--- src/rtl/uart_tarih_gonderici.sv ---
// ============================================================================
// Module  : uart_tarih_gonderici
// Purpose : On a received command byte, snapshots the live date/time and
//           sends "DD.MM.YYYY HH:MM:SS" (optionally CR LF) over a UART TX port.
// Revision: 1.0 - initial release
// ============================================================================
`default_nettype none

module uart_tarih_gonderici #(
    parameter logic [7:0] KOMUT_KARAKTERI = 8'h54,
    parameter int         SATIR_SONU      = 1
) (
    input  logic        CLK,
    input  logic        reset,
    input  logic        uart_rx_valid,
    input  logic [7:0]  uart_rx_data,
    input  logic [4:0]  gun,
    input  logic [3:0]  ay,
    input  logic [11:0] yil,
    input  logic [4:0]  saat,
    input  logic [5:0]  dakika,
    input  logic [5:0]  saniye,
    input  logic        uart_tx_busy,
    output logic        uart_tx_en,
    output logic [7:0]  uart_tx_data,
    output logic        mesgul,
    output logic        gonderim_bitti
);

    localparam int unsigned MSG_LEN  = (SATIR_SONU != 0) ? 21 : 19;
    localparam logic [4:0]  LAST_IDX = 5'(MSG_LEN - 1);

    typedef enum logic [2:0] {
        S_IDLE      = 3'd0,
        S_LOAD      = 3'd1,
        S_SEND      = 3'd2,
        S_WAIT_ACK  = 3'd3,
        S_WAIT_DONE = 3'd4
    } state_t;

    state_t      state;
    state_t      state_next;
    logic        accept;
    logic        advance;
    logic        finish;
    logic        send_strobe;
    logic [4:0]  idx;

    logic [4:0]  snap_gun;
    logic [3:0]  snap_ay;
    logic [11:0] snap_yil;
    logic [4:0]  snap_saat;
    logic [5:0]  snap_dakika;
    logic [5:0]  snap_saniye;

    logic [7:0]  char_buf [0:20];

    function automatic logic [7:0] ascii_digit(input logic [6:0] d);
        return 8'h30 + {1'b0, d};
    endfunction

    function automatic logic [7:0] tens_char(input logic [6:0] v);
        return ascii_digit(v / 7'd10);
    endfunction

    function automatic logic [7:0] units_char(input logic [6:0] v);
        return ascii_digit(v % 7'd10);
    endfunction

    always_ff @(posedge CLK or posedge reset) begin
        if (reset) begin
            state <= S_IDLE;
        end else begin
            state <= state_next;
        end
    end

    always_comb begin
        state_next  = state;
        accept      = 1'b0;
        advance     = 1'b0;
        finish      = 1'b0;
        send_strobe = 1'b0;
        case (state)
            S_IDLE: begin
                // The cycle that reports completion never starts a new report.
                if (uart_rx_valid && (uart_rx_data == KOMUT_KARAKTERI) && !gonderim_bitti) begin
                    accept     = 1'b1;
                    state_next = S_LOAD;
                end
            end
            S_LOAD: begin
                state_next = S_SEND;
            end
            S_SEND: begin
                if (!uart_tx_busy) begin
                    send_strobe = 1'b1;
                    state_next  = S_WAIT_ACK;
                end
            end
            S_WAIT_ACK: begin
                if (uart_tx_busy) begin
                    state_next = S_WAIT_DONE;
                end
            end
            S_WAIT_DONE: begin
                if (!uart_tx_busy) begin
                    if (idx == LAST_IDX) begin
                        finish     = 1'b1;
                        state_next = S_IDLE;
                    end else begin
                        advance    = 1'b1;
                        state_next = S_SEND;
                    end
                end
            end
            default: begin
                state_next = S_IDLE;
            end
        endcase
    end

    always_ff @(posedge CLK or posedge reset) begin
        if (reset) begin
            idx <= 5'd0;
        end else if (accept || finish) begin
            idx <= 5'd0;
        end else if (advance) begin
            idx <= idx + 5'd1;
        end
    end

    always_ff @(posedge CLK or posedge reset) begin
        if (reset) begin
            gonderim_bitti <= 1'b0;
        end else begin
            gonderim_bitti <= finish;
        end
    end

    always_ff @(posedge CLK or posedge reset) begin
        if (reset) begin
            snap_gun    <= 5'd0;
            snap_ay     <= 4'd0;
            snap_yil    <= 12'd0;
            snap_saat   <= 5'd0;
            snap_dakika <= 6'd0;
            snap_saniye <= 6'd0;
        end else if (accept) begin
            snap_gun    <= gun;
            snap_ay     <= ay;
            snap_yil    <= yil;
            snap_saat   <= saat;
            snap_dakika <= dakika;
            snap_saniye <= saniye;
        end
    end

    // Character buffer is filled once in LOAD and read by index while sending.
    always_ff @(posedge CLK or posedge reset) begin
        if (reset) begin
            for (int i = 0; i < 21; i++) begin
                char_buf[i] <= 8'h00;
            end
        end else if (state == S_LOAD) begin
            char_buf[0]  <= tens_char({2'b00, snap_gun});
            char_buf[1]  <= units_char({2'b00, snap_gun});
            char_buf[2]  <= 8'h2E;
            char_buf[3]  <= tens_char({3'b000, snap_ay});
            char_buf[4]  <= units_char({3'b000, snap_ay});
            char_buf[5]  <= 8'h2E;
            char_buf[6]  <= ascii_digit(7'(snap_yil / 12'd1000));
            char_buf[7]  <= ascii_digit(7'((snap_yil / 12'd100) % 12'd10));
            char_buf[8]  <= ascii_digit(7'((snap_yil / 12'd10) % 12'd10));
            char_buf[9]  <= ascii_digit(7'(snap_yil % 12'd10));
            char_buf[10] <= 8'h20;
            char_buf[11] <= tens_char({2'b00, snap_saat});
            char_buf[12] <= units_char({2'b00, snap_saat});
            char_buf[13] <= 8'h3A;
            char_buf[14] <= tens_char({1'b0, snap_dakika});
            char_buf[15] <= units_char({1'b0, snap_dakika});
            char_buf[16] <= 8'h3A;
            char_buf[17] <= tens_char({1'b0, snap_saniye});
            char_buf[18] <= units_char({1'b0, snap_saniye});
            char_buf[19] <= (SATIR_SONU != 0) ? 8'h0D : 8'h00;
            char_buf[20] <= (SATIR_SONU != 0) ? 8'h0A : 8'h00;
        end
    end

    assign uart_tx_en   = send_strobe;
    assign uart_tx_data = char_buf[idx];
    assign mesgul       = (state != S_IDLE);

endmodule

`default_nettype wire

--- config.mk ---
export PLATFORM = sky130hd
export DESIGN_NAME = uart_tarih_gonderici
export DESIGN_NICKNAME = d
export VERILOG_FILES = /design/src/rtl/uart_tarih_gonderici.sv
export SDC_FILE = /design/constraint.sdc
export NUM_CORES = 1
export LEC_CHECK = 0
export CAP_MARGIN = 20
export CORE_MARGIN = 2
export CORE_UTILIZATION = 53
export DETAILED_ROUTE_END_ITERATION = 8
export PLACE_DENSITY = 0.86
export REMOVE_ABC_BUFFERS = 1
export SLEW_MARGIN = 20
export SYNTH_ARGS = -nofsm -noshare
export SYNTH_HDL_FRONTEND = slang
export SYNTH_SLANG_ARGS = --single-unit
--- constraint.sdc ---
create_clock -name CLK -period 5.52 [get_ports CLK]
set_input_delay 0.828 -clock CLK [delete_from_list [all_inputs] [get_ports CLK]]
set_output_delay 0.828 -clock CLK [all_outputs]
set_load 0.005 [all_outputs]
# Word-level counts from Yosys, hierarchy flattened
# Index checks and enable logic that the tools add are counted.
classes:
  add_sub_neg: 15
  n_div: 16
  magnitude_cmp: 1
  eq_ne: 10
  n_mux: 21
  bitwise_logic: 1
  reduce_logical: 8
ops:
  columns: ["operator", "count"]
  rows:
  - ["$add 6x7->8 const A", 14]
  - ["$bmux 8 s5", 1]
  - ["$mod 12x4->12 const B", 3]
  - ["$mux 8", 2]
  - ["$pmux 3 s5", 1]
  - ["$div 5x4->7 const B", 2]
  - ["$div 6x4->7 const B", 2]
  - ["$mod 5x4->7 const B", 2]
  - ["$mod 6x4->7 const B", 2]
  - ["$div 12x10->12 const B", 1]
  - ["$div 12x4->12 const B", 1]
  - ["$div 12x7->12 const B", 1]
  - ["$mux 3", 4]
  - ["$mux 1", 10]
  - ["$mux 5", 2]
  - ["$eq 8x7->1 const B", 1]
  - ["$ne 2x2->1 const B", 4]
  - ["$div 4x4->7 const B", 1]
  - ["$mod 4x4->7 const B", 1]
  - ["$eq 3x2->1 const B", 2]
  - ["$ge 6x6->1 const B", 1]
  - ["$not 5->6", 1]
  - ["$add 5x1->5 const B", 1]
  - ["$eq 5x5->1 const B", 1]
  - ["other kinds (10)", 11]
totals:
  reg_bits: 163
  inputBits: 50
  word_cells: 99

# Depth between registers and ports, before layout
# Gate-level depths: netlist (run 1).
logic_depth:
  depth_word: 7
  depth_mapped: 29

# Least setup slack after synthesis (run 1)
# No wires, ideal clock.
synth_path:
  kind: "register to register"
  from: "register snap_yil[11]"
  to: "register char_buf[102] (netlist name)"
  setup_ns: 0.137
  t_arrival_ns: 5.217
  required_ns: 5.383
  setup_slack_ns: 0.165
  stages_incl_launch_ff: 29
  path_buffers: 3
  period_less_slack_ns: 5.355
  cell_sequence: "dfrtp_1 -> buf_6 -> buf_6 -> nor3b_1 -> a22o_1 -> a221oi_4 -> a21oi_2 -> o211a_1 -> or2_1 -> o2111ai_4 -> inv_4 -> buf_6 -> xnor2_1 -> inv_1 -> ha_1 -> inv_1 -> a211o_1 -> o31ai_2 -> a21boi_2 -> xnor2_1 -> inv_1 -> ha_1 -> nor2_1 -> o221ai_1 -> xnor2_1 -> ha_1 -> and3_1 -> mux2i_1 -> o311ai_1"
synth_via:
  elab_chain_cells: 3
synth_lines:
  columns: ["item", "line_no", "rtl"]
  rows:
  - ["start: declaration", "51", "logic [11:0] snap_yil;"]
  - ["start signal: assignment", "152", "snap_yil <= yil;"]
  - ["$div 12x4->12", "174", "char_buf[8] <= ascii_digit(7'((snap_yil / 12'd10) % 12'd10));"]
  - ["$mod 12x4->12", "174", null]
  - ["$add 6x7->8", "59", "return 8'h30 + {1'b0, d};"]
  - ["end: declaration", "56", "logic [7:0] char_buf [0:20];"]
# Every way passes these cells.
# A chain may end at the register's enable or synchronous reset.

# Worst setup path in the final report (run 1)
layout_path:
  from: "register snap_yil[10]"
  to: "register char_buf[102] (netlist name)"
# Same word-level chain as after synthesis.

==> results of run 1 <==
layer usage:
metal	track usage [%]	vias to the layer above
met5	0	-
met4	8.669	0
met3	5.365	70
met2	43.31	531
met1	36.29	4911
li1	-	4782
where the power goes:
part           leakage (uW)  internal, uW  switching (uW)
sequential          0.00168          1070             132
combinational       0.00324           559             780
clock              0.000311           746             464
total               0.00523          2380            1380
synthesized netlist by cell type, types with 10 or more instances:
master / count
mux2_2: 52
nand3_1: 13
ha_1: 38
dfrtp_1: 126
clkbuf_1: 54
nand2_1: 178
a22oi_1: 12
o22ai_1: 14
a21oi_1: 74
a31oi_1: 15
nor3_1: 21
o21a_1: 10
nor2_1: 105
o221ai_1: 10
buf_2: 15
a21o_1: 12
nor2b_1: 12
o31ai_1: 11
xnor2_1: 30
nand2b_1: 22
inv_1: 47
a211oi_1: 16
mux2i_1: 26
nand3b_1: 13
o21ai_0: 116
worst max-delay path, delay by kind of cell, from the launching register on:
family          cells  cell delay [ns]
mux                 1             0.13
fa+ha+maj           3             0.60
flops               1             0.48
compound gates      9             2.00
buf+inv             5             0.53
simple gates        5             1.08
xor+xnor            3             0.57
cells by family (layout without fill, tap and decap cells):
group / Yosys count / count (layout) / share of synthesized area, %
AOI/OAI and AO/OA: 406 / 406 / 26.96
xor gates and xnor gates: 41 / 41 / 3.614
adders and majority gates: 42 / 42 / 5.004
buffers and inverters: 135 / 230 / 5.403
DFF: 126 / 126 / 30.46
muxes: 78 / 78 / 8.171
other: 1 / 1 / 0.03623
and+or+nand+nor: 436 / 436 / 20.36
final cells by class:
class                      count  share of cell area [%]
multi-input combinational   1004                   55.01
inverter                      52                   1.617
clock buffer                  19                   3.613
tap                          265                   2.645
clock inverter                13                   1.407
timing repair buffer         146                   10.51
sequential                   126                   25.20
what timing repair did:
item                                    CTS  global route
pin swaps                                 1            25
hold endpoints to repair                  0             0
endpoints found under the setup margin    1             4
resized for setup                         2            63
cloned                                    0             1
setup buffers                             1            30
stage by stage:
step	hold slack (ns)	utilization, %	cells
after floorplan	0.4285	-	1182
after global placement	0.4533	58.70	1561
after detailed placement	0.4523	58.70	1561
after CTS	0.4741	62.05	1594
final	0.4804	64.84	1625
after global routing	0.4938	64.84	1625
sequential cells by signal (all words and copies together), names as in the netlist:
name,cells
snap_yil,12
char_buf,79
snap_saniye,6
state,3
snap_gun,5
gonderim_bitti,1
snap_ay,4
snap_saat,5
idx,5
snap_dakika,6
worst paths after layout:
check	from	to	slack, ns	depth (start not counted)
worst max register to register	snap_yil[10]	char_buf[102]	-0.01	26
worst max-delay path	snap_yil[10]	char_buf[102]	-0.01	26
worst min register to register	char_buf[47]	char_buf[47]	0.48	1
worst min-delay path	char_buf[47]	char_buf[47]	0.48	1
max in group asynchronous	reset	char_buf[152]	3.67	3
min in group asynchronous	reset	state[0]	0.87	2
==> metrics.yaml, run 1 <==
route:
  dr.max_layer_used: "met4"
  wl_um: 28900
  vias: 10290
  wl_met3_um: 2315
  wl_met1_um: 12010
  wl_met2_um: 13910
  drt-initial-drc-count: 1512
  detail_route.wl_per_cell_um: 17.79
  drcViolationCount: 0
  routed_via_density: 6.335
  drtAntennaViolNets: 0
  firstDrtPassIters: 8
worst_setup_path:
  slowest_stage: "dfrtp_2"
  cp.required_ns: 5.80
  critPathKind: "reg2reg"
  critPathLaunchType: "register"
  worst-path-max-fanout: 15
  arrival_ns: 5.81
  cpPeakStageDelay_ns: 0.48
  end_kind: "register"
synth:
  synth_cell_types: 105
  yosysSeqAreaShare_pct: 30.46
  ys_seq_elements: 126
  synth.largest_area_cell: "dfrtp_1"
  ys_top_cells_by_area: "dfrtp_1, nand2_1, mux2_2"
  async_flop_share_pct: 100.0
  synth-main-ff-cell: "dfrtp_1"
  synth_top_area_share_pct: 30.46
  syn_area_per_cell_sq_um: 8.183
  yosys_warnings: 0
  synth_edf_count: 0
  syn-cell-area_sq_um: 10350
  syn_inst: 1265
hold_path:
  min_path_type: "reg2reg"
pwr:
  vdd_drop_max_mv: 0.2555
  power.leakage_uw: 0.005228
  fin_total_pwr_uw: 3753
  p_per_area_nw_per_um2: 299.4
timing:
  slew_viol_final: 0
  hold_viol: 0
  finalCriticalPeriod_ns: 5.532
  fin_setup_tns_ns: -0.01223
  post-route-period-util_pct: 100.2
  setup_slack_ns: -0.01223
  finalSetupViolCount: 1
  worstMarginPinSlew_ns: 0.9015
  max_freq_mhz: 180.8
  maxSlewHeadroom_pct: 39.90
  skew_ns: 0.009594
layout:
  postLayoutCellArea_sq_um: 12540
  drive_above_1_share_pct: 18.46
  nets: 1435
  layout_common_cells: "nand2_1, dfrtp_1, o21ai_0"
  final-seq-area_sq_um: 3159
  final_common_cell: "nand2_1"
  syn_to_final_growth_pct: 21.11
  multi_input_area_sq_um: 6895
  fillerInstances: 1464
  diodes: 0
clocking:
  cts_tree: "built"
  clockBufferDepth: 2
  clkLatencyLatePin_ns: 0.43
  cts-root-buf: "clkbuf_16"
  path_clk_slew_ns: 0.06
  hold_buffers: 0
  cts_inserted_buffers: 17
  cts.sinks: 126
  h-tree-depth: 4
global_route:
  grt_max_degree: 82
  grt_usage_pct: 26.86
  grt_pass1_wl_um: 45410
  antenna_found_initial: 0
  overflow: 0
  grt_pass1_vias: 9408
status:
  violations: "negative setup slack"
  outcome: "finished with violations"
die:
  dieArea_sq_um: 20660
  ios: 61
  core-area_sq_um: 19330
  die_h_um: 143.8
  floorplan.initialDensity_pct: 53.54
  dieWidth_um: 143.8
  rows: 51
placed_design:
  hpwlAfterDp_um: 18900
  post-place-ws_ns: -0.06972
  port_buffers: 60
  dpl_cell_area_sq_um: 11350
  gp_congestion: 0.9667
flow_run:
  cap_violations: 0
Power figures use the tool's default switching activity.
==> run 2: changes to the inputs <==
--- a/config.mk
+++ b/config.mk
@@ -7,9 +7,9 @@
 export LEC_CHECK = 0
 export CAP_MARGIN = 20
 export CORE_MARGIN = 2
-export CORE_UTILIZATION = 53
+export CORE_UTILIZATION = 35
 export DETAILED_ROUTE_END_ITERATION = 8
-export PLACE_DENSITY = 0.86
+export PLACE_DENSITY = 0.64
 export REMOVE_ABC_BUFFERS = 1
 export SLEW_MARGIN = 20
 export SYNTH_ARGS = -nofsm -noshare
==> run 2 against run 1 <==
The flow now finishes without violations. Clock skew rose by 0.0088 ns. Register-to-register slack improved by 0.32 ns. Power fell by 1.7%. Clock power barely moved. First-iteration DRC count fell by 49%. Final cell count rose by 6.8%. Critical path type unchanged.
==> metrics.yaml, run 2 (synthesis gave the netlist of run 1 again) <==
status:
  outcome: "completed"  # was finished with violations
timing:
  slew_viol_final: 0  # unchanged
  hold_viol: 0  # unchanged
  maxSlewHeadroom_pct: 42.95  # was 39.90%
  worstMarginPinSlew_ns: 0.8557  # was 0.9015 ns
  setup_slack_ns: 0.3034  # was -0.01223 ns
  max_freq_mhz: 191.7  # was 180.8 MHz
  skew_ns: 0.01843  # was 0.009594 ns
  fin_setup_tns_ns: 0  # was -0.01223 ns
  post-route-period-util_pct: 94.50  # was 100.2%
  finalSetupViolCount: 0  # was 1
  finalCriticalPeriod_ns: 5.217  # was 5.532 ns
layout:
  reg_top3: "char_buf x79, snap_yil x12"  # unchanged
  syn_to_final_growth_pct: 21.26  # was 21.11%
  nets: 1427  # was 1435
  regMostFlops: "char_buf"  # unchanged
  drive_above_1_share_pct: 17.75  # was 18.46%
  final_common_cell: "nand2_1"  # unchanged
  layout_common_cells: "nand2_1, dfrtp_1, o21ai_0"  # unchanged
  fillerInstances: 2827  # was 1464
  diodes: 0  # unchanged
  largest_reg_flops: 79  # unchanged
  utilization_pct: 43.38  # was 64.84%
pwr:
  vdd_drop_max_mv: 0.2509  # was 0.2555 mV
  p_per_area_nw_per_um2: 294.0  # was 299.4 nW/um^2
  power.leakage_uw: 0.005158  # was 0.005228 uW
  fin_total_pwr_uw: 3690  # was 3753 uW
worst_setup_path:
  worst-path-max-fanout: 6  # was 15
  critPathLaunchType: "register"  # unchanged
  slowest_stage: "dfrtp_2"  # unchanged
  cpPeakStageDelay_ns: 0.43  # was 0.48 ns
  cpLargestDelayFamily: "simple AND/OR/NAND/NOR gates"  # was compound AO/OA/AOI/OAI gates
  r2r_end: "char_buf[110]"  # was char_buf[102]
  arrival_ns: 5.57  # was 5.81 ns
  r2r-start: "snap_yil[10]"  # unchanged
  cp.required_ns: 5.87  # was 5.80 ns
  critPathKind: "reg2reg"  # unchanged
  path_buf_inv: 3  # was 5
  ff2ff_path_depth: 24  # was 26
  end_kind: "register"  # unchanged
  reg2reg_slack_ns: 0.30  # was -0.01 ns
  cp_cell_sequence: "buf_4 -> or3b_1 -> or3_4 -> o211ai_4 -> buf_6 -> nand4_2 -> o211a_4 -> or2_1 -> o2111ai_4 -> inv_4 -> or2_4 -> xnor2_2 -> or3_1 -> o21ai_2 -> xnor2_2 -> ha_2 -> nor2_1 -> o31ai_1 -> o221ai_1 -> a211oi_1 -> a31oi_1 -> ha_2 -> or3_1 -> a31oi_1"
die:
  ios: 61  # unchanged
  die_h_um: 176.0  # was 143.8 um
  floorplan.initialDensity_pct: 35.77  # was 53.54%
  rows: 62  # was 51
  dieArea_sq_um: 30970  # was 20660 sq um
  core-area_sq_um: 28940  # was 19330 sq um
  dieWidth_um: 176.0  # was 143.8 um
global_route:
  grt_pass1_wl_um: 44670  # was 45410 um
  antenna_found_initial: 0  # unchanged
  overflow: 0  # unchanged
  grt_pass1_vias: 8831  # was 9408
  grt_usage_pct: 17.54  # was 26.86%
  grt_max_degree: 88  # was 82
route:
  detail_route.wl_per_cell_um: 15.64  # was 17.79 um
  firstDrtPassIters: 5  # was 8
  vias: 9669  # was 10290
  drt-initial-drc-count: 768  # was 1512
  routed_via_density: 5.570  # was 6.335
  wl_met1_um: 13230  # was 12010 um
  drtAntennaViolNets: 0  # unchanged
  wl_met3_um: 1323  # was 2315 um
  drcViolationCount: 0  # unchanged
  wl_met2_um: 12290  # was 13910 um
  wl_um: 27150  # was 28900 um
  dr.max_layer_used: "met4"  # unchanged
clocking:
  hold_buffers: 0  # unchanged
  cts-root-buf: "clkbuf_16"  # unchanged
  clockBufferDepth: 2  # unchanged
  cts_tree: "built"  # unchanged
  clkLatencyLatePin_ns: 0.43  # about the same
  cts.sinks: 126  # unchanged
  cts_inserted_buffers: 17  # unchanged
  path_clk_slew_ns: 0.07  # was 0.06 ns
  h-tree-depth: 4  # unchanged
placed_design:
  post-place-ws_ns: 0.04660  # was -0.06972 ns
  hpwlAfterDp_um: 18980  # was 18900 um
  gp_congestion: 0.8582  # was 0.9667
  port_buffers: 60  # unchanged
hold_path:
  holdPathEnd: "char_buf[92]"  # was char_buf[47]
  whs_path_depth: 1  # unchanged
  min_path_type: "reg2reg"  # unchanged
  holdCritStartpoint: "char_buf[92]"  # was char_buf[47]
flow_run:
  cap_violations: 0  # unchanged
-- run 2: power breakdown --
group	total (uW)	internal, uW	switching [uW]
sequential	1180	1070	112
clock	1210	727	488
combinational	1290	546	746
total	3690	2340	1350
-- run 2: worst max-delay path by stage --
stage                       startpoint       endpoint  slack (ns)  cells after the start
final                     snap_yil[10]  char_buf[110]        0.30                     24
after global routing      snap_yil[10]  char_buf[110]      -0.008                     23
after CTS                 snap_yil[10]  char_buf[110]       0.008                     22
after detailed placement  snap_yil[10]  char_buf[110]        0.05                     22
after global placement    snap_yil[10]  char_buf[110]        0.14                     22
after floorplan            snap_yil[9]  char_buf[110]       -0.19                     22
-- run 2: area by class of cell --
type | count | area [sq um] | area share, %
Timing Repair Buffer | 137 | 1232 | 9.819
Sequential cell | 126 | 3159 | 25.17
Tap cell | 384 | 480.5 | 3.828
Inverter | 52 | 205.2 | 1.635
Clock buffer | 17 | 425.4 | 3.389
Multi-Input combinational cell | 1005 | 6853 | 54.60
Clock inverter | 15 | 196.4 | 1.565
-- run 2: per-layer routing --
layer  GRT usage [%]  up-vias
met5               0        -
met1           25.34     4601
met4           4.304        0
li1                -     4781
met3           2.498       21
met2           27.59      266
-- run 2: repair_timing --
item,4_1_cts,5_1_grt
endpoints found under the setup margin,0,4
gates resized for setup,0,51
buffers inserted,0,19
-- run 2: worst register-to-register path, stage by stage, from the launching register on --
cell and delay [ns]:
dfrtp_2 0.43, buf_4 0.16, or3b_1 0.37, or3_4 0.38, o211ai_4 0.11, buf_6 0.14, nand4_2 0.12, o211a_4 0.18
or2_1 0.24, o2111ai_4 0.25, inv_4 0.09, or2_4 0.28, xnor2_2 0.15, or3_1 0.35, o21ai_2 0.21, xnor2_2 0.15
ha_2 0.20, nor2_1 0.04, o31ai_1 0.06, o221ai_1 0.17, a211oi_1 0.24, a31oi_1 0.09, ha_2 0.19, or3_1 0.36
a31oi_1 0.16
-- run 2: stage by stage --
step           instances  area (sq um)  hold WS, ns
5_1_grt             1736         12550       0.4943
2_1_floorplan       1182          9990       0.4285
6_report            1736         12550       0.4652
3_5_place_dp        1683         11540       0.4512
4_1_cts             1715         12160       0.4678
3_3_place_gp        1683         11540       0.4434
==> run 3: changes to the inputs <==
--- a/config.mk
+++ b/config.mk
@@ -6,10 +6,10 @@
 export NUM_CORES = 1
 export LEC_CHECK = 0
 export CAP_MARGIN = 20
-export CORE_MARGIN = 2
 export CORE_UTILIZATION = 35
 export DETAILED_ROUTE_END_ITERATION = 8
 export PLACE_DENSITY = 0.64
+export RECOVER_POWER = 100
 export REMOVE_ABC_BUFFERS = 1
 export SLEW_MARGIN = 20
 export SYNTH_ARGS = -nofsm -noshare
==> run 3 against run 2 <==
The run now ends with max-capacitance violations, max-slew violations left. Worst setup slack got worse by 0.16 ns. Sequential share of layout area fell by 0.55 points. Maximum frequency is 3.0% lower. Sequential power barely moved. Register-to-register slack worse by 0.16 ns. Global-route usage increased by 0.44 points. Clock power grew 13%. Core utilization grew 0.93 points. Clock skew down 0.0084 ns. Combinational power up 5%. Via count increased by 0.98%. Count of clock-buffer cells in the layout rose by 3. Largest cell class unchanged.
==> metrics.yaml, run 3 (synthesis gave the netlist of run 1 again) <==
worst_setup_path:
  cpLargestDelayFamily: "compound AO/OA/AOI/OAI gates"  # was simple AND/OR/NAND/NOR gates
  arrival_ns: 5.65  # was 5.57 ns
  end_kind: "register"  # unchanged
  cpPeakStageDelay_ns: 0.45  # was 0.43 ns
  critPathLaunchType: "register"  # unchanged
  cp.required_ns: 5.79  # was 5.87 ns
  critPathKind: "reg2reg"  # unchanged
  crit_top_cell: "buf_4"
  slowest_stage: "dfrtp_2"  # unchanged
  worst-path-max-fanout: 6  # unchanged
  path_buf_inv: 6  # was 3
placed_design:
  gp_congestion: 0.8701  # was 0.8582
  port_buffers: 60  # unchanged
  hpwlAfterDp_um: 19240  # was 18980 um
  dp_cells: 1682  # was 1683
global_route:
  grt_max_degree: 90  # was 88
  antenna_found_initial: 0  # unchanged
  overflow: 0  # unchanged
  grt_pass1_vias: 8891  # was 8831
  grt_usage_pct: 17.97  # was 17.54%
  grt_pass1_wl_um: 44730  # was 44670 um
timing:
  post-route-period-util_pct: 97.42  # was 94.50%
  hold_viol: 0  # unchanged
  fin_hold_ws_ns: 0.4699  # was 0.4652 ns
  fin_setup_tns_ns: 0  # unchanged
  finalSetupViolCount: 0  # unchanged
  skew_ns: 0.01007  # was 0.01843 ns
  maxSlewHeadroom_pct: -139.2  # was 42.95%
  finalCriticalPeriod_ns: 5.378  # was 5.217 ns
  worstMarginPinSlew_ns: 3.588  # was 0.8557 ns
  max_freq_mhz: 185.9  # was 191.7 MHz
  slew_viol_final: 137  # was 0
clocking:
  clockBufferDepth: 2  # unchanged
  path_clk_slew_ns: 0.06  # was 0.07 ns
  hold_buffers: 0  # unchanged
  cts-root-buf: "clkbuf_16"  # unchanged
  cts_tree: "built"  # unchanged
  cts.sinks: 126  # unchanged
  h-tree-depth: 4  # unchanged
  cts_inserted_buffers: 17  # unchanged
  clkLatencyLatePin_ns: 0.43  # about the same
status:
  outcome: "finished with violations"  # was completed
  violations: "max-capacitance violations, max-slew violations"
layout:
  diodes: 0  # unchanged
  reg_top3: "char_buf x79, snap_yil x12"  # unchanged
  fillerInstances: 2826  # was 2827
  syn_to_final_growth_pct: 23.86  # was 21.26%
  final_common_cell: "nand2_1"  # unchanged
  regMostFlops: "char_buf"  # unchanged
  drive_above_1_share_pct: 18.68  # was 17.75%
  nets: 1435  # was 1427
  largest_reg_flops: 79  # unchanged
  layout_common_cells: "nand2_1, dfrtp_1, o21ai_0"  # unchanged
  fin_cells: 1744  # was 1736
die:
  dieArea_sq_um: 30270  # was 30970 sq um
  rows: 62  # unchanged
  core-area_sq_um: 28940  # unchanged
  dieWidth_um: 174.0  # was 176.0 um
  die_h_um: 174.0  # was 176.0 um
  ios: 61  # unchanged
  floorplan.initialDensity_pct: 35.77  # unchanged
pwr:
  p_per_area_nw_per_um2: 305.9  # was 294.0 nW/um^2
  power.leakage_uw: 0.005250  # was 0.005158 uW
  vdd_drop_max_mv: 0.2500  # was 0.2509 mV
  fin_total_pwr_uw: 3922  # was 3690 uW
hold_path:
  min_path_type: "reg2reg"  # unchanged
flow_run:
  cap_violations: 2  # was 0
route:
  wl_um: 27830  # was 27150 um
  vias: 9764  # was 9669
  drtAntennaViolNets: 0  # unchanged
  routed_via_density: 5.599  # was 5.570
  firstDrtPassIters: 6  # was 5
  drt-initial-drc-count: 701  # was 768
  drcViolationCount: 0  # unchanged
  detail_route.wl_per_cell_um: 15.96  # was 15.64 um
## run 3: path summary, 6_finish.rpt
path / startpoint / end / slack, ns / cells past startpoint
min: char_buf[92] / char_buf[92] / 0.47 / 1
max: snap_yil[10] / char_buf[102] / 0.14 / 26
max reg2reg: snap_yil[10] / char_buf[102] / 0.14 / 26
max in group asynchronous: reset / char_buf[160] / 1.27 / 2
min reg2reg: char_buf[92] / char_buf[92] / 0.47 / 1
min in group asynchronous: reset / snap_ay[2] / 2.17 / 2
## run 3: where the power goes
| group | internal (uW) | total, uW | switching, uW |
|---|---|---|---|
| clock | 923 | 1370 | 444 |
| sequential | 1070 | 1200 | 125 |
| combinational | 588 | 1360 | 771 |
| total | 2580 | 3920 | 1340 |
## run 3: layout make-up
type                       instances  area, sq um  share of cell area (%)
multi-input combinational       1005         6995                   54.56
clock inverter                    12        255.2                   1.991
sequential                       126         3157                   24.62
inverter                          52        200.2                   1.561
tap                              384        480.5                   3.747
timing repair buffer             145         1276                   9.954
clock buffer                      20        456.7                   3.562
## run 3: per-layer routing
| layer | global-route usage, % | part of all wire (%) | vias up |
|---|---|---|---|
| met4 | 4.861 | 1.3 | 0 |
| met1 | 25.35 | 47 | 4691 |
| met2 | 28.47 | 47 | 259 |
| met3 | 2.734 | 4.6 | 28 |
| li1 | - | - | 4786 |
| met5 | 0 | 0 | - |
## run 3: repair_timing
action / 4_1_cts / 5_1_grt
setup endpoints to repair: 2 / 4
buffers inserted: 0 / 28
pin swaps: 1 / 35
hold endpoints to repair: 0 / 0
cloned: 0 / 2
resized for setup: 3 / 72
## run 3: per-stage QoR
stage	area, sq um	setup WS [ns]	utilization (%)
floorplan	9990	-0.1850	-
global placement	11520	0.1426	39.80
detailed placement	11520	-0.03866	39.80
CTS	12240	0.03604	42.30
global route	12820	-0.08288	44.31
finish	12820	0.1422	44.31
==> RTL edit 1 (flow settings as in run 1) <==
The 5 states of `state_t` get a Gray code encoding in 3 bits.
--- a/src/rtl/uart_tarih_gonderici.sv
+++ b/src/rtl/uart_tarih_gonderici.sv
@@ -32,9 +32,9 @@
 
     typedef enum logic [2:0] {
-        S_IDLE      = 3'd0,
-        S_LOAD      = 3'd1,
-        S_SEND      = 3'd2,
-        S_WAIT_ACK  = 3'd3,
-        S_WAIT_DONE = 3'd4
+        S_IDLE      = 3'b000,
+        S_LOAD      = 3'b001,
+        S_SEND      = 3'b011,
+        S_WAIT_ACK  = 3'b010,
+        S_WAIT_DONE = 3'b110
     } state_t;
 
Function: no difference found for any inputs over 10 cycles, from zero or initial values and one cycle with reset high; not proved beyond that.
==> RTL edit 1 against run 1 <==
  * Power up 14%
  * Synthesized cell count up 11%
  * Routed wire length up 7.1%
  * Fmax up 5.9%
  * Setup slack better by 310 ps
  * Sequential cell count is the same
  * Hold slack got worse by 12 ps
  * Global-route usage increased by 1.6 points
  * Design area decreased by 0.64%
  * Synthesized area up 5.5%
  * First-iteration DRC count down 16%
  * Largest power group unchanged
==> RTL edit 1: results (changes against run 1) <==
globalRouteMet3Util: 0.0500  # -0.00365
clockPowerShare: 0.272  # -0.051
netlist_top_cells_count: "nand2_1, o21ai_0, dfrtp_1, nor2_1, a21oi_1"
vias: 10814  # +5.1%
routed-wl-met2_mm: 14.4  # +3.6%
synthMuxAreaShare: 0.0655  # -0.0162
drive_above_1_share: 0.116  # -0.0690
met1_length_mm: 13.3  # +11%
cts.repair.resized: 0  # -2
grt_pass1_vias: 10104  # +7.4%
finClkSkew_ps: 7.35  # -2.25 ps
cts_setup_buffers: 0  # -1
dp_cells: 1675  # +7.3%
internal_power_mw: 2.66  # +12%
use_met1: 0.385  # +0.0225
seq-power_mw: 1.37  # +14%
grtUsageTotal: 0.284  # +0.0155
drt_iter0_markers: 1275  # -16%
ys_types: 100  # -4.8%
netlist_top_cells_area: "dfrtp_1, nand2_1, o21ai_0"
leakagePower_nw: 5.16  # -1.3%
grt_use_met2: 0.463  # +0.0304
routed_via_density: 6.34  # about the same
critical-path-max-stage-delay_ps: 500  # +20 ps
outcome: "completed"
r2r_end: "char_buf[110]"
avgSynthCellArea_um2: 7.80  # -4.7%
hold_path_end: "char_buf[92]"
synth_adder_area_share: 0.0463  # -0.00377
route.met3.wl_mm: 2.40  # +3.6%
hold_path.startpoint: "char_buf[92]"
worst_pin_slew_ps: 981  # +79.8 ps
place_ws_ps: 230  # +300 ps
rr_worst_depth: 24  # -7.7%
grt_pass1_wl_mm: 50.7  # +12%
==> RTL edit 1: changes by cell type after synthesis, moves of 7 or more <==
cell,change
nand2_1,+28
nand3_1,+15
nor2_1,+12
a31oi_1,+8
xor2_1,+7
nor2b_1,+7
buf_2,+7
o211ai_1,+8
mux2_2,-21
o22ai_1,+10
o21ai_0,+35
nand3b_1,-9
clkbuf_1,+22
==> RTL edit 1: final cells by class <==
class                   count  area, um^2
fillers                  1668        7780
flip-flops and latches    126        3160
clock inverters            10         138
well taps                 270         338
repair buffers            108         965
clock buffers              21         470
inverters                  52         198
multi-input cells        1119        7190
==> RTL edit 1: stage by stage <==
step / setup TNS [ps] / hold slack (ps) / instance area [um^2] / total power, mW
floorplan: -863 / 434 / 10500 / 2.50
global placement: 0 / 449 / 11800 / 3.02
detailed placement: 0 / 452 / 11800 / 3.07
CTS: 0 / 469 / 12400 / 4.26
global route: 0 / 505 / 12500 / 4.54
finish: 0 / 468 / 12500 / 4.29
==> RTL edit 2 (settings of run 1) <==
Made on the original files. The parameter `KOMUT_KARAKTERI` goes from 8'h54 to 8'h3F.
--- a/src/rtl/uart_tarih_gonderici.sv
+++ b/src/rtl/uart_tarih_gonderici.sv
@@ -8,5 +8,5 @@
 
 module uart_tarih_gonderici #(
-    parameter logic [7:0] KOMUT_KARAKTERI = 8'h54,
+    parameter logic [7:0] KOMUT_KARAKTERI = 8'h3F,
     parameter int         SATIR_SONU      = 1
 ) (
Function: changed (a bounded check fails within 4 cycles, from zero or initial values and one cycle with reset high).
==> RTL edit 2 against run 1 <==
  * Clock skew about the same
  * Die area grew 0.98%
  * First-iteration DRC count fell by 28%
  * Setup slack improved by 88 ps
  * Routed wire length rose by 2.9%
  * Sequential cell count stayed put
  * Hold slack lost 12 ps
  * Synthesized area up 1.0%
  * Global-route usage is 0.66 points higher
  * Design area rose by 0.85%
  * Critical path depth decreased by 1
  * Largest cell class unchanged
Power is not compared: it rests on default switching activity, and its combinational part moved more than twofold at a synthesized area within 25%.
==> RTL edit 2: results (changes against run 1) <==
outcome: "completed"
slew_headroom: 0.454  # +0.0551
grt_max_degree: 84  # +2.4%
grtUsageTotal: 0.275  # +0.00665
fillerInstances: 1514  # +3.4%
vias: 10534  # +2.3%
synthXorXnorAreaFrac: 0.0326  # -0.00359
place_congestion: 0.988  # +2.2%
synth_adder_area_share: 0.0443  # -0.00576
netlist_top_cells_area: "dfrtp_1, nand2_1, o21ai_0"
synth_compound_area_frac: 0.279  # +0.00917
drt_iter0_markers: 1089  # -28%
place_ws_ps: -20.9  # +48.8 ps
grt_pass1_wl_mm: 46.1  # +1.5%
cp_max_fo: 8  # -7
place_area_um2: 11500  # +1.4%
ys_seq_area_frac: 0.302  # -0.00303
drive_above_1_share: 0.192  # +0.00786
place_hpwl_mm: 20.4  # +8.0%
grt_pass1_vias: 9372  # -0.38%
cp.arrival_ps: 5750  # -60 ps
critical-path-max-stage-delay_ps: 580  # +100 ps
cts.repair.resized: 1  # -1
finalWirelength_mm: 29.7  # +2.9%
synthMuxAreaShare: 0.0622  # -0.0195
ys_types: 115  # +9.5%
syn2layout_area_growth_pct: 20.9
finClkSkew_ps: 9.11  # -0.488 ps
## RTL edit 2: per-stage QoR
| step | hold WS [ps] | TNS [ps] | instances | power, mW |
|---|---|---|---|---|
| 2_1_floorplan | 429 | -1830 | 1206 | 2.98 |
| 3_3_place_gp | 443 | 0 | 1601 | 3.66 |
| 3_5_place_dp | 460 | -20.9 | 1601 | 3.77 |
| 4_1_cts | 476 | 0 | 1634 | 4.96 |
| 5_1_grt | 494 | -272 | 1663 | 5.51 |
| 6_report | 469 | 0 | 1663 | 5.20 |
## RTL edit 2: cell type report
cell class | count | area share
Multi-Input combinational cell | 1029 | 0.549
Tap cell | 265 | 0.0262
Timing Repair Buffer | 160 | 0.111
Clock inverter | 13 | 0.0129
Inverter | 51 | 0.0159
Clock buffer | 19 | 0.0350
Sequential cell | 126 | 0.250
## RTL edit 2: layer usage
| metal | track usage | share of wire |
|---|---|---|
| met1 | 0.361 | 0.41 |
| met2 | 0.454 | 0.48 |
| met3 | 0.0712 | 0.087 |
| met4 | 0.0715 | 0.019 |
| met5 | 0 | 0 |
## RTL edit 2: worst max-delay path: cells and delay by family (launching register included)
kind / cells / cell delay, ps
AO/OA/AOI/OAI: 6 / 1000
flip-flops: 1 / 470
adder cells (fa/ha/maj): 3 / 700
AND/OR/NAND/NOR: 11 / 2350
buffers and inverters: 3 / 390
XOR/XNOR: 2 / 390
## RTL edit 2: path summary, 6_finish.rpt
path / slack, ps / endpoint / cells past startpoint
setup / recovery: 80 / char_buf[110] / 25
hold / removal: 470 / char_buf[112] / 2
setup reg to reg: 80 / char_buf[110] / 25
hold reg to reg: 470 / char_buf[112] / 2
max in group asynchronous: 3650 / char_buf[71] / 3
min in group asynchronous: 860 / snap_yil[9] / 2
